===== src/rtl/unmix_groups_iter.sv =====
// unmix_groups_iter: iterative DIZY group (un)mixing for the decryption datapath.
// The state splits into 8 groups of G = SIZE_STATE/8 bits, with g7 as the MSB group.
// Each BUSY cycle applies one group permutation. A transaction with in_rounds = k
// takes k steps. Only one transaction is in flight at a time.
//
// Optional feature macro: DIZY_MIX_DIR_EN adds the in_fwd port, which selects the
// forward or inverse step for the whole transaction.
//
// Ports:
//   clk, rst            clock (rising edge), asynchronous active-high reset
//   in_valid/in_ready   input handshake; in_data/in_rounds are sampled on accept
//   in_fwd              (DIZY_MIX_DIR_EN only) 1 = forward step, 0 = inverse step
//   out_valid/out_ready output handshake; out_data is held until the next result

`ifndef SIZE_STATE
`define SIZE_STATE 64
`endif

module unmix_groups_iter #(
    parameter int unsigned SIZE_STATE = `SIZE_STATE,
    parameter int unsigned CNT_W      = 4
) (
    input  logic                  clk,
    input  logic                  rst,
    input  logic                  in_valid,
    output logic                  in_ready,
    input  logic [SIZE_STATE-1:0] in_data,
    input  logic [CNT_W-1:0]      in_rounds,
`ifdef DIZY_MIX_DIR_EN
    input  logic                  in_fwd,
`endif
    output logic                  out_valid,
    input  logic                  out_ready,
    output logic [SIZE_STATE-1:0] out_data
);

    localparam int unsigned G = SIZE_STATE / 8;

    typedef enum logic [1:0] {IDLE, BUSY, DONE} state_t;

    state_t                  state, state_n;
    logic [CNT_W-1:0]        cnt, cnt_n;
    logic [SIZE_STATE-1:0]   data, data_n;
    logic [SIZE_STATE-1:0]   out_data_n;
    logic [SIZE_STATE-1:0]   step_c;
    logic                    out_valid_n, in_ready_n;

    // Inverse group permutation (new <- old); g7 and g0 stay in place.
    function automatic logic [SIZE_STATE-1:0] inv_step(input logic [SIZE_STATE-1:0] s);
        logic [SIZE_STATE-1:0] r;
        r          = s;
        r[6*G +: G] = s[5*G +: G];
        r[5*G +: G] = s[3*G +: G];
        r[4*G +: G] = s[1*G +: G];
        r[3*G +: G] = s[6*G +: G];
        r[2*G +: G] = s[4*G +: G];
        r[1*G +: G] = s[2*G +: G];
        return r;
    endfunction

`ifdef DIZY_MIX_DIR_EN
    logic fwd, fwd_n;

    // Forward group permutation (new <- old); the inverse of inv_step.
    function automatic logic [SIZE_STATE-1:0] fwd_step(input logic [SIZE_STATE-1:0] s);
        logic [SIZE_STATE-1:0] r;
        r          = s;
        r[6*G +: G] = s[3*G +: G];
        r[5*G +: G] = s[6*G +: G];
        r[4*G +: G] = s[2*G +: G];
        r[3*G +: G] = s[5*G +: G];
        r[2*G +: G] = s[1*G +: G];
        r[1*G +: G] = s[4*G +: G];
        return r;
    endfunction

    assign step_c = fwd ? fwd_step(data) : inv_step(data);
`else
    assign step_c = inv_step(data);
`endif

    // State and output registers.
    always_ff @(posedge clk or posedge rst) begin
        if (rst) begin
            state     <= IDLE;
            cnt       <= '0;
            data      <= '0;
            out_data  <= '0;
            out_valid <= 1'b0;
            in_ready  <= 1'b1;
`ifdef DIZY_MIX_DIR_EN
            fwd       <= 1'b0;
`endif
        end else begin
            state     <= state_n;
            cnt       <= cnt_n;
            data      <= data_n;
            out_data  <= out_data_n;
            out_valid <= out_valid_n;
            in_ready  <= in_ready_n;
`ifdef DIZY_MIX_DIR_EN
            fwd       <= fwd_n;
`endif
        end
    end

    // Next-state and next-output logic.
    always_comb begin
        state_n    = state;
        cnt_n      = cnt;
        data_n     = data;
        out_data_n = out_data;
`ifdef DIZY_MIX_DIR_EN
        fwd_n      = fwd;
`endif
        case (state)
            IDLE: begin
                if (in_valid) begin
                    data_n = in_data;
                    cnt_n  = in_rounds;
`ifdef DIZY_MIX_DIR_EN
                    fwd_n  = in_fwd;
`endif
                    if (in_rounds == '0) begin
                        state_n    = DONE;
                        out_data_n = in_data;
                    end else begin
                        state_n = BUSY;
                    end
                end
            end
            BUSY: begin
                data_n = step_c;
                cnt_n  = cnt - CNT_W'(1);
                // The step that empties the counter publishes the result.
                if (cnt == CNT_W'(1)) begin
                    state_n    = DONE;
                    out_data_n = step_c;
                end
            end
            DONE: begin
                if (out_ready) begin
                    state_n = IDLE;
                end
            end
            default: state_n = IDLE;
        endcase
        out_valid_n = (state_n == DONE);
        in_ready_n  = (state_n == IDLE);
    end

endmodule

===== config.mk =====
export PLATFORM = sky130hd
export DESIGN_NAME = unmix_groups_iter
export DESIGN_NICKNAME = d
export VERILOG_FILES = /design/src/rtl/unmix_groups_iter.sv
export SDC_FILE = /design/constraint.sdc
export NUM_CORES = 1
export LEC_CHECK = 0
export CAP_MARGIN = 25
export CORE_MARGIN = 2
export CORE_UTILIZATION = 35
export CTS_CLUSTER_DIAMETER = 50
export DETAILED_ROUTE_END_ITERATION = 10
export PLACE_DENSITY = 0.71
export SLEW_MARGIN = 10
export SYNTH_ARGS = -nofsm -noshare
export SYNTH_HDL_FRONTEND = slang
export SYNTH_SLANG_ARGS = --single-unit

===== constraint.sdc =====
create_clock -name clk -period 4.6 [get_ports clk]
set_clock_uncertainty 0.05 [all_clocks]
set_input_delay 0.46 -clock clk [delete_from_list [all_inputs] [get_ports clk]]
set_output_delay 0.46 -clock clk [all_outputs]
set_load 0.01 [all_outputs]

Yosys cells after proc, flatten, opt, wreduce, memory -nomap -nowiden
Cells that the tools add are included.
{"block": "classes", "bitwise": 1, "muxes": 13, "n_addsub": 1, "reduce_logical": 7, "eq_ne": 7}
{"operator": "2-to-1 mux 64 bit", "n": 4}
{"operator": "case mux 64 bit (2 select lines)", "n": 2}
{"operator": "2-to-1 mux 2 bit", "n": 4}
{"operator": "case mux 4 bit (2 select lines)", "n": 1}
{"operator": "!= test 2 bit, second input constant", "n": 3}
{"operator": "case mux 2 bit (3 select lines)", "n": 1}
{"operator": "equality test 2 bit, second input constant", "n": 2}
{"operator": "equality test 4 x 1 -> 1 bit, second input constant", "n": 1}
{"operator": "zero test 2 bit", "n": 2}
{"operator": "zero test 4 bit", "n": 1}
{"operator": "2-to-1 mux 4 bit", "n": 1}
{"operator": "AND reduction 4 bit", "n": 1}
{"operator": "subtractor 4 x 1 -> 4 bit, second input constant", "n": 1}
{"operator": "AND reduction 3 bit", "n": 1}
{"operator": "equality test 2 x 1 -> 1 bit, second input constant", "n": 1}
{"operator": "AND reduction 2 bit", "n": 1}
{"operator": "nonzero test 2 bit", "n": 1}
{"operator": "inverter 1 bit", "n": 1}
{"block": "totals", "output_inout_bits": 66, "input_bits": 72, "regBits": 136}

Depth between registers and ports, before layout
{"block": "logic_depth", "ltp_word": 5, "depth_mapped": 7, "mapped_depth_nobuf": 5}

Worst setup path before layout
No wires, ideal clock.
{"block": "synth_path", "kind": "input -> register", "startpoint": "input in_rounds[2]", "endpoint": "register out_data[10]", "cell_stages": 5, "required_time_ns": 4.425, "slack_ns": 2.837, "arrival_time_ns": 1.587, "cell_sequence": "nor4_1 -> a22o_2 -> buf_6 -> buf_6 -> mux2_4"}
{"block": "synth_between", "elab_chain_len": 3}
{"element": "start: declaration", "line": "28", "rtl": "input logic [CNT_W-1:0] in_rounds,"}
{"element": "zero test 4 bit", "line": "124", "rtl": "if (in_rounds == '0) begin"}
{"element": "!= test 2 bit (no line)"}
{"element": "AND reduction 4 bit (no line)"}
{"element": "end signal: assignment", "line": "98", "rtl": "out_data <= out_data_n;"}
{"element": "end: declaration", "line": "34", "rtl": "output logic [SIZE_STATE-1:0] out_data"}
No other way between the ends.
A chain may end at the register's enable or synchronous reset.

Worst setup path after layout
{"block": "layout_path", "startpoint": "input in_rounds[2]", "endpoint": "register out_data[25]"}
Same word-level chain as after synthesis.

==> metrics <==
run status=completed; WL final=13,750 µm; post-cts sizing count=0; Leakage=3.527 nW; drt wl/cell=about 17 µm; # nets final=640; CTS root buf=clkbuf_16; Syn Inst Count=between 400 and 500; VDD IR max=298.6 µV; pin count of the biggest net entering global routing=105; Slew Limit Headroom=32.71%; gr usage total=between 10% and 20%; DRC viols=0; Final WS setup=2149 ps; top cell type's share of synthesized area=55.91%; first-pass GRT wire length=about 22,000 µm; Arrival @ worst endpoint=2690 ps; post-synthesis average cell area=14.05 µm²; drt first-iter violations=102; die height=135.4 µm; CTS sink cnt=approximately 140; Area growth syn-to-layout=36.69%; Top Ports=138; Worst-Skew Late Latency=between 400 and 500 ps; ratio of cells with drive above 1 in the final layout=29.71%; RSZ-0062 raised after global routing=no; Core ar.=between 15,000 and 20,000 µm²; Min-Delay Path Class=input pin to asynchronous set/reset pin; Comb power frac=42.9%; CP max FO=40; PortBufs=~140; die width=135.4 µm; Worst-path clk slew=60 ps; GR Overflow Total=0; Max Cap Viol=0; post-place setup slack=1735 ps; Flop pwr share=34.3%; vias per inst=4.787; post-layout util=48.42%; maximum clock frequency=just over 0.4 GHz; critical path class=input pin to register; Die Area=18,330 µm²; Pwr per Cell Area=774.5 nW/µm²; switching power=2.026 mW; Clk pwr share=a little under a quarter; router iterations before antenna repair=4; worst-path cell chain=clkdlybuf4s50_1 -> nor4_1 -> a22o_4 -> buf_16 -> mux2_2; Final Cycle Share=53.29%; DRT antenna net count=0; DR vias=approximately 3,800; # rows=48; Filler Cells Inserted=1,526; commonest non-fill, non-tap cell in the layout=clkdlybuf4s50_1; CTS max path bufs=2; Final min period=2451 ps; Total Negative Setup Slacks=0 ps; Cell Area, Synth=6042 µm²; Fin Hold WS=367.2 ps; Worst Setup End Kind=register; setup bufs post-CTS=0; CTS tree=built; post-synthesis sequential area ratio=a little under three fifths; commonest cells after routing, fill and taps aside=clkdlybuf4s50_1 (137), dfrtp_1 (135), mux2_2 (110); Pint=~4.4 mW; vias in the first global route=between 4,000 and 5,000; Initial Util=a little over a third; TritonCTS buffer count=17; pin slew with the least headroom to its limit=1007 ps; Warnings, synthesis=0; Synth area leaders=dfrtp_1 (56%), mux2_2 (21%), mux2i_1 (6.6%); syn_nets=504; HPWL after DPL=9129 µm; endpoints failing hold=0; #FFs+latches synth=136; Final Slew Violations=0; Antenna diodes=0; slowest stage cell, crit path=a22o_4; H-tree Lvls=4; initial antenna violation count=0; CP required=approximately 4800 ps; RePlAce Congestion=0.7331; switch share=31.67%; crit start category=input pin; Worst path max stage delay=560 ps; CTS Hold Bufs=0; synth unique cells=32; Final setup violation count=0; cell taking the most area after synthesis=dfrtp_1
-- worst max-delay path, delay by kind of cell --
kind / cells / cell delay (ps)
multiplexers: 1 / 380
buffers and inverters: 2 / 740
AO/OA/AOI/OAI: 1 / 560
AND/OR/NAND/NOR: 1 / 490
-- cell type report --
cell class | instances | area (µm²) | share of cell area [%]
flip-flops and latches | 136 | 3405 | 41.22
multi-input cells | 243 | 2386 | 28.89
repair buffers | 143 | 1456 | 17.63
clock buffers | 22 | 464.2 | 5.620
well taps | 225 | 281.5 | 3.409
clock inverters | 10 | 167.7 | 2.030
inverters | 25 | 98.84 | 1.197
-- Yosys cell counts, drive strengths merged --
cell,instances
a211oi,1
a21oi,4
a221o,1
a22o,1
a2bb2oi,2
a311oi,1
a31oi,1
buf,22
clkbuf,4
dfrtp,135
dfstp,1
ha,2
inv,25
mux2,132
mux2i,40
nand2,20
nand2b,1
nor2,3
nor2b,3
nor3,1
nor3b,3
nor4,1
o21ai,21
o21bai,1
o22ai,2
o31a,1
or3b,1
-- state kept, by name, summed over array words and instances (netlist names) --
signal     cells
out_valid      1
in_ready       1
state          2
out_data      64
data          64
cnt            4
-- cells by family after synthesis --
kind of cell	Yosys count	share of synthesized area [%]
muxes	172	32.35
DFF	136	56.35
buffers and inverters	51	4.597
AOI/OAI and AO/OA	36	3.541
and+or+nand+nor	33	2.754
adders and majority gates	2	0.4141
-- stage by stage --
step	instance area (µm²)	total power, mW	std cells
2_1_floorplan	6042	3.964	430
5_1_grt	8259	6.817	804
4_1_cts	8232	6.490	803
6_report	8259	6.397	804
3_5_place_dp	7600	5.011	771
3_3_place_gp	7572	4.880	770
-- per-layer routing --
layer / track usage, % / part of all wire [%]
met5: 0 / 0
met4: 5.324 / 1.4
met3: 4.676 / 4.5
met2: 26.48 / 51
met1: 19.95 / 44
-- power by group through the flow --
stage                     logic, mW  registers, mW  clock network [mW]
after detailed placement       2.80           2.21                   0
after global placement         2.70           2.18                   0
after CTS                      2.80           2.20                1.49
after global routing           3.00           2.27                1.54
after floorplan                1.74           2.23                   0
final                          2.75           2.20                1.45
-- path summary, 6_finish.rpt --
kind                                 startpoint                  endpoint  slack, ps  cells after the start
max                                in_rounds[2]  out_data[25]$_DFFE_PP0P_       2150                      5
max in group asynchronous                   rst  out_data[16]$_DFFE_PP0P_       3000                      4
min                                         rst  out_data[46]$_DFFE_PP0P_        370                      2
min reg2reg                data[53]$_DFFE_PP0P_      data[53]$_DFFE_PP0P_        430                      2
min in group clk           data[53]$_DFFE_PP0P_      data[53]$_DFFE_PP0P_        430                      2
max reg2reg                  cnt[1]$_DFFE_PP0P_  out_data[25]$_DFFE_PP0P_       2200                      6
Note: power is estimated with default switching activity, not from simulation.
